## config.mk

```make
export PLATFORM = sky130hd
export DESIGN_NAME = if_fetch_stage
export DESIGN_NICKNAME = d
export VERILOG_FILES = /design/src/rtl/if_fetch_stage_pkg.sv /design/src/rtl/if_fetch_stage_hold_buf.sv /design/src/rtl/if_fetch_stage.sv
export SDC_FILE = /design/constraint.sdc
export NUM_CORES = 1
export LEC_CHECK = 0
export CORE_UTILIZATION = 47
export CTS_CLUSTER_DIAMETER = 30
export DETAILED_ROUTE_END_ITERATION = 8
export PLACE_DENSITY_LB_ADDON = 0.12
export SLEW_MARGIN = 20
export SYNTH_ARGS = -nofsm -noshare
export SYNTH_HDL_FRONTEND = slang
export SYNTH_SLANG_ARGS = --single-unit
```

## constraint.sdc

```tcl
create_clock -name clk -period 2.3 [get_ports clk]
set_input_delay 0.575 -clock clk [delete_from_list [all_inputs] [get_ports clk]]
set_output_delay 0.575 -clock clk [all_outputs]
set_load 0.1 [all_outputs]
```

## src/rtl/if_fetch_stage_pkg.sv

```systemverilog
// Shared types and helpers for the instruction-fetch stage.
package if_fetch_stage_pkg;

  typedef enum logic [2:0] {IDLE, ISSUE, WAIT, HOLD, DROP} fetch_state_t;

  localparam logic [31:0] DEFAULT_RESET_PC = 32'h0000_0000;
  localparam logic [31:0] DEFAULT_NOP_INST = 32'h0000_0000;

  // Sequential successor address; wraps modulo 2^32.
  function automatic logic [31:0] pc_inc(input logic [31:0] pc);
    return pc + 32'd4;
  endfunction

  function automatic logic [31:0] align_pc(input logic [31:0] addr);
    return addr & 32'hFFFF_FFFC;
  endfunction

endpackage

```

## src/rtl/if_fetch_stage_hold_buf.sv

```systemverilog
// One-entry {pc, inst} buffer that parks a returned fetch while IF/ID is stalled.
module if_hold_buf (
  input  logic        clk,
  input  logic        rst,
  input  logic        load,
  input  logic        clear,
  input  logic [31:0] load_pc,
  input  logic [31:0] load_inst,
  output logic [31:0] pc,
  output logic [31:0] inst,
  output logic        full
);

  always_ff @(posedge clk or negedge rst) begin
    if (!rst) begin
      pc   <= 32'h0;
      inst <= 32'h0;
      full <= 1'b0;
    end else if (clear) begin
      pc   <= 32'h0;
      inst <= 32'h0;
      full <= 1'b0;
    end else if (load) begin
      pc   <= load_pc;
      inst <= load_inst;
      full <= 1'b1;
    end
  end

endmodule

```

## src/rtl/if_fetch_stage.sv

```systemverilog
// Instruction-fetch stage: PC, single-outstanding IM request FSM, IF/ID register,
// hazard stalls and branch/jump redirects with wrong-path squashing.
module if_fetch_stage
  import if_fetch_stage_pkg::*;
#(
  parameter logic [31:0] RESET_PC = DEFAULT_RESET_PC,
  parameter logic [31:0] NOP_INST = DEFAULT_NOP_INST
) (
  input  logic         clk,
  input  logic         rst,
  input  logic         IF_stage_PCWrite_i,
  input  logic         IF_stage_IFpip_Write_i,
  input  logic         IF_stage_branch_taken_i,
  input  logic         IF_stage_jump_i,
  input  logic [31:0]  IF_stage_branch_target_i,
  output logic         IM_req_o,
  output logic [31:0]  IM_addr_o,
  input  logic         IM_rvalid_i,
  input  logic [31:0]  IM_rdata_i,
  output logic [31:0]  IF_stage_pc_o,
  output logic [31:0]  IF_stage_pc_add4_o,
  output logic [31:0]  IF_stage_Inst_o,
  output logic         IF_stage_valid_o,
  output fetch_state_t fsm_state
);

  // IM handshake: IM_req_o is a one-cycle pulse with IM_addr_o valid alongside it; the
  // memory answers with exactly one IM_rvalid_i pulse (rdata valid with it) at least one
  // cycle later, and no new request is issued until that response has been seen.

  fetch_state_t state;
  logic [31:0]  pc;
  logic         redirect;
  logic [31:0]  redirect_pc;
  logic         buf_load;
  logic         buf_clear;
  logic [31:0]  buf_pc;
  logic [31:0]  buf_inst;
  logic         buf_full;

  assign redirect    = IF_stage_branch_taken_i | IF_stage_jump_i;
  assign redirect_pc = align_pc(IF_stage_branch_target_i);
  assign IM_addr_o   = pc;
  assign fsm_state   = state;

  always_comb begin
    buf_load  = 1'b0;
    buf_clear = 1'b0;
    if (redirect) begin
      buf_clear = 1'b1;
    end else if (state == WAIT && IM_rvalid_i && !IF_stage_IFpip_Write_i) begin
      buf_load = 1'b1;
    end else if (state == HOLD && IF_stage_IFpip_Write_i) begin
      buf_clear = 1'b1;
    end
  end

  if_hold_buf u_hold_buf (
    .clk       (clk),
    .rst       (rst),
    .load      (buf_load),
    .clear     (buf_clear),
    .load_pc   (pc),
    .load_inst (IM_rdata_i),
    .pc        (buf_pc),
    .inst      (buf_inst),
    .full      (buf_full)
  );

  always_ff @(posedge clk or negedge rst) begin
    if (!rst) begin
      state              <= IDLE;
      pc                 <= RESET_PC;
      IM_req_o           <= 1'b0;
      IF_stage_pc_o      <= 32'h0;
      IF_stage_pc_add4_o <= 32'h0;
      IF_stage_Inst_o    <= NOP_INST;
      IF_stage_valid_o   <= 1'b0;
    end else begin
      IM_req_o <= 1'b0;
      if (redirect) begin
        // A request still in flight belongs to the old path and must be drained in DROP.
        pc                 <= redirect_pc;
        IF_stage_pc_o      <= 32'h0;
        IF_stage_pc_add4_o <= 32'h0;
        IF_stage_Inst_o    <= NOP_INST;
        IF_stage_valid_o   <= 1'b0;
        unique case (state)
          IDLE, HOLD: begin
            state    <= ISSUE;
            IM_req_o <= 1'b1;
          end
          ISSUE: state <= DROP;
          WAIT, DROP: begin
            if (IM_rvalid_i) begin
              state    <= ISSUE;
              IM_req_o <= 1'b1;
            end else begin
              state <= DROP;
            end
          end
          default: state <= IDLE;
        endcase
      end else begin
        unique case (state)
          IDLE: begin
            state    <= ISSUE;
            IM_req_o <= 1'b1;
          end
          ISSUE: state <= WAIT;
          WAIT: begin
            if (IM_rvalid_i) begin
              if (IF_stage_IFpip_Write_i) begin
                IF_stage_pc_o      <= pc;
                IF_stage_pc_add4_o <= pc_inc(pc);
                IF_stage_Inst_o    <= IM_rdata_i;
                IF_stage_valid_o   <= 1'b1;
                if (IF_stage_PCWrite_i) pc <= pc_inc(pc);
                state    <= ISSUE;
                IM_req_o <= 1'b1;
              end else begin
                state <= HOLD;
              end
            end
          end
          HOLD: begin
            if (IF_stage_IFpip_Write_i && buf_full) begin
              IF_stage_pc_o      <= buf_pc;
              IF_stage_pc_add4_o <= pc_inc(buf_pc);
              IF_stage_Inst_o    <= buf_inst;
              IF_stage_valid_o   <= 1'b1;
              if (IF_stage_PCWrite_i) pc <= pc_inc(pc);
              state    <= ISSUE;
              IM_req_o <= 1'b1;
            end
          end
          DROP: begin
            if (IM_rvalid_i) begin
              state    <= ISSUE;
              IM_req_o <= 1'b1;
            end
          end
          default: state <= IDLE;
        endcase
      end
    end
  end

endmodule

```

==> results.md <==
- Status: complete, no violations
- Io pins: 204
- CTS Buf Count: 17
- Antenna Nets Post-Route: 0
- Mapped Area: 10100 um^2
- Cell area after placement: 12700 um^2
- Worst vdd ir: 0.508 mV
- First-pass iteration count of the detailed router: 8
- Synth Instances: 1176
- Largest net degree at the start of global routing: 55
- CP Launch Type: flip-flop
- Syn Area/Cell: 8.56 um^2
- EDFF count, synth: 0
- Combinational share of power: 21.3%
- Clock slew at reported path FFs: 0.08 ns
- Critical path cell sequence: ha_4 > nand4_1 > or4_1 > buf_12 > or4_1 > a21oi_1 > a221o_1
- Post-route cell area: 13200 um^2
- Critical path arrival: 2.61 ns
- CP Class: reg -> reg
- Switch share: 34.2%
- Initial antenna violation count: 0
- Max stage delay on crit path: 0.48 ns
- Reg power frac: 43.4%
- Synthesis Warnings: 0
- Number of global-route vias before repair: 8908
- Cell family with most CP delay: simple AND/OR/NAND/NOR gates
- Worst-Skew Late Latency: 0.45 ns
- Final Cycle Share: 97.1%
- Sw power: 2.87 mW
- Post-DP HPWL: 20700 um
- Hold Violations, Final: 0
- Max Clock Freq: 448 MHz
- Fin Clk Skew: 0.0122 ns
- DR WL/cell: 18.0 um
- CTS Sinks: 191
- CTS tree: built
- CTS root buf: clkbuf_16
- Overflow after GRT: 0
- Most frequent cells in the layout: 314 x nand2_1, 200 x buf_4, 163 x dfrtp_1
- DRT Wirelength: 29800 um
- Final #Nets: 1444
- Req. time, crit path: 2.68 ns
- Iter 0 DRT Violations: 566
- Via Count: 9338
- Post-CTS Resized: 0
- DRC: 0
- Pleak: 5.63 nW
- Final Setup Violations: 0
- Worst Path Max Fanout: 19
- Post-synthesis sequential area ratio: 47.5%
- First-pass GRT wire length: 47700 um
- Die extent in x: 148 um
- RSZ-0062 raised after global routing: false
- ANT cells: 0
- Tightest Hold Check Type: in -> async
- CP max-delay cell: or4_1
- Layout cells sized above 1: 22.0%
- Cell-internal power: 5.53 mW
- Minimum clock period: 2.23 ns
- Final Slew Violations: 0
- Total die area: 22000 um^2
- # hold bufs at CTS: 0
- MaxCap Viol Count: 0
- Clk network pwr share: 35.3%
- Fin Setup TNS: 0 ns
- GP Congestion: 0.879
- Starting Density: 47.9%
- Slew at the pin with the worst max-slew slack: 0.678 ns
- Std-Cell Rows: 53
- CP Capture Type: flip-flop
- Setup bufs post-CTS: 0
- CP bufs+invs: 1
- Most frequent CP cell: or4_1
- Core ar.: 21000 um^2
- Post-synth ARST share: 100%
- Vias/cell: 5.63
- Pwr dens: 635 nW/um^2
- Tot GR Track Use: 27.9%
- Commonest non-fill, non-tap cell in the layout: nand2_1
- Area Overhead vs Synth: 31.5%
- # H-tree levels: 4
- Main synth FF type: dfrtp_1
- Relative slew slack: 54.6%
- Die height: 148 um
- Seq cells post-synth: 191
- Count of cell types in the netlist: 54
- CTS Buffer Depth: 2
- IO Port Bufs: 199
## state kept, by name, summed over array words and instances, names as in the netlist, 3 cells and up
| signal | cells |
|---|---|
| IF_stage_Inst_o | 32 |
| u_hold_buf.inst | 32 |
| IF_stage_pc_o | 31 |
| IF_stage_pc_add4_o | 30 |
| IM_addr_o | 30 |
| u_hold_buf.pc | 30 |
| fsm_state | 3 |
## worst reg2reg max path: stages (launching register included)
cell and delay [ns]:
dfrtp_4 0.44, ha_4 0.15, nand4_1 0.12, or4_1 0.47, buf_12 0.19, or4_1 0.49
a21oi_1 0.17, a221o_1 0.13
## routing by layer
| layer | vias up | global-route usage (%) | wire length [um] |
|---|---|---|---|
| met5 | - | 0 | 0 |
| met4 | 0 | 8.35 | 571 |
| met2 | 305 | 45.4 | 14400 |
| met3 | 42 | 4.20 | 1650 |
| li1 | 4455 | - | - |
| met1 | 4536 | 38.4 | 13200 |
## cell usage after synthesis (all sizes together), types with 2 or more instances
cell type  instances  area [um^2]
a21oi             73          365
a221o              9         90.1
a311oi            62          543
and3               5         31.3
and4               8         70.1
buf               25          164
clkbuf            89          334
dfrtp            191         4780
ha                 2         25.0
inv               10         37.5
mux2i             14          140
nand2            315         1180
nand2b             5         31.3
nand3             41          210
nand3b             2         15.0
nand4             19          131
nor2              84          315
nor2b              2         12.5
nor3              26          140
nor4              26          214
nor4b              4         47.6
o211ai             7         52.6
o21ai             53          265
o31a               2         17.5
o31ai              3         22.5
or2                2         12.5
or3                7         43.8
or4                4         30.0
or4b               2         23.8
xnor2             42          368
xor2              30          263
## stage by stage
step | hold WS (ns) | setup slack, ns | util (%) | cells | power (mW)
after floorplan | 0.279 | -0.0972 | - | 1177 | 4.86
after global placement | 0.482 | -0.219 | 60.2 | 1627 | 5.49
after detailed placement | 0.506 | -0.221 | 60.2 | 1627 | 5.51
after CTS | 0.119 | 0.102 | 63.0 | 1659 | 8.45
after global routing | 0.129 | 0.0187 | 63.0 | 1659 | 8.72
final | 0.105 | 0.0662 | 63.0 | 1659 | 8.41
## final timing paths
check	startpoint	end	slack, ns	depth (start not counted)
hold reg to reg	IF_stage_pc_add4_o[27]	IF_stage_pc_add4_o[27]	0.52	1
setup / recovery	IM_addr_o[3]	IF_stage_pc_add4_o[26]	0.07	7
min in group clk	IF_stage_pc_add4_o[27]	IF_stage_pc_add4_o[27]	0.52	1
setup reg to reg	IM_addr_o[3]	IF_stage_pc_add4_o[26]	0.07	7
max in group asynchronous	rst	fsm_state[0]	1.49	2
hold / removal	rst	IM_addr_o[19]	0.10	1
## power groups by stage
stage | Combinational, mW | Clock [mW] | Sequential (mW)
after global placement | 1.78 | 0 | 3.71
after CTS | 1.80 | 3.00 | 3.65
after floorplan | 0.622 | 0 | 4.24
final | 1.79 | 2.97 | 3.65
after detailed placement | 1.79 | 0 | 3.71
after global routing | 1.90 | 3.15 | 3.67
## cell type report
cell class	count	area, um^2
Tap cell	275	344
Timing Repair Buffer	289	2610
Sequential cell	191	4860
Clock inverter	14	148
Fill cell	1859	7780
Inverter	10	37.5
Clock buffer	18	429
Multi-Input combinational cell	862	4820
## cells by family (layout without fill, tap and decap cells)
kind of cell	Yosys count	after routing	synth area share, %
XOR/XNOR	72	72	6.26
buffers and inverters	124	331	5.32
flip-flops	191	191	47.5
adder cells (fa/ha/maj)	2	2	0.248
AND/OR/NAND/NOR	555	555	25.2
other	1	2	0.0372
AO/OA/AOI/OAI	216	216	14.0
multiplexers	15	15	1.50
(Power assumes the default switching activity.)
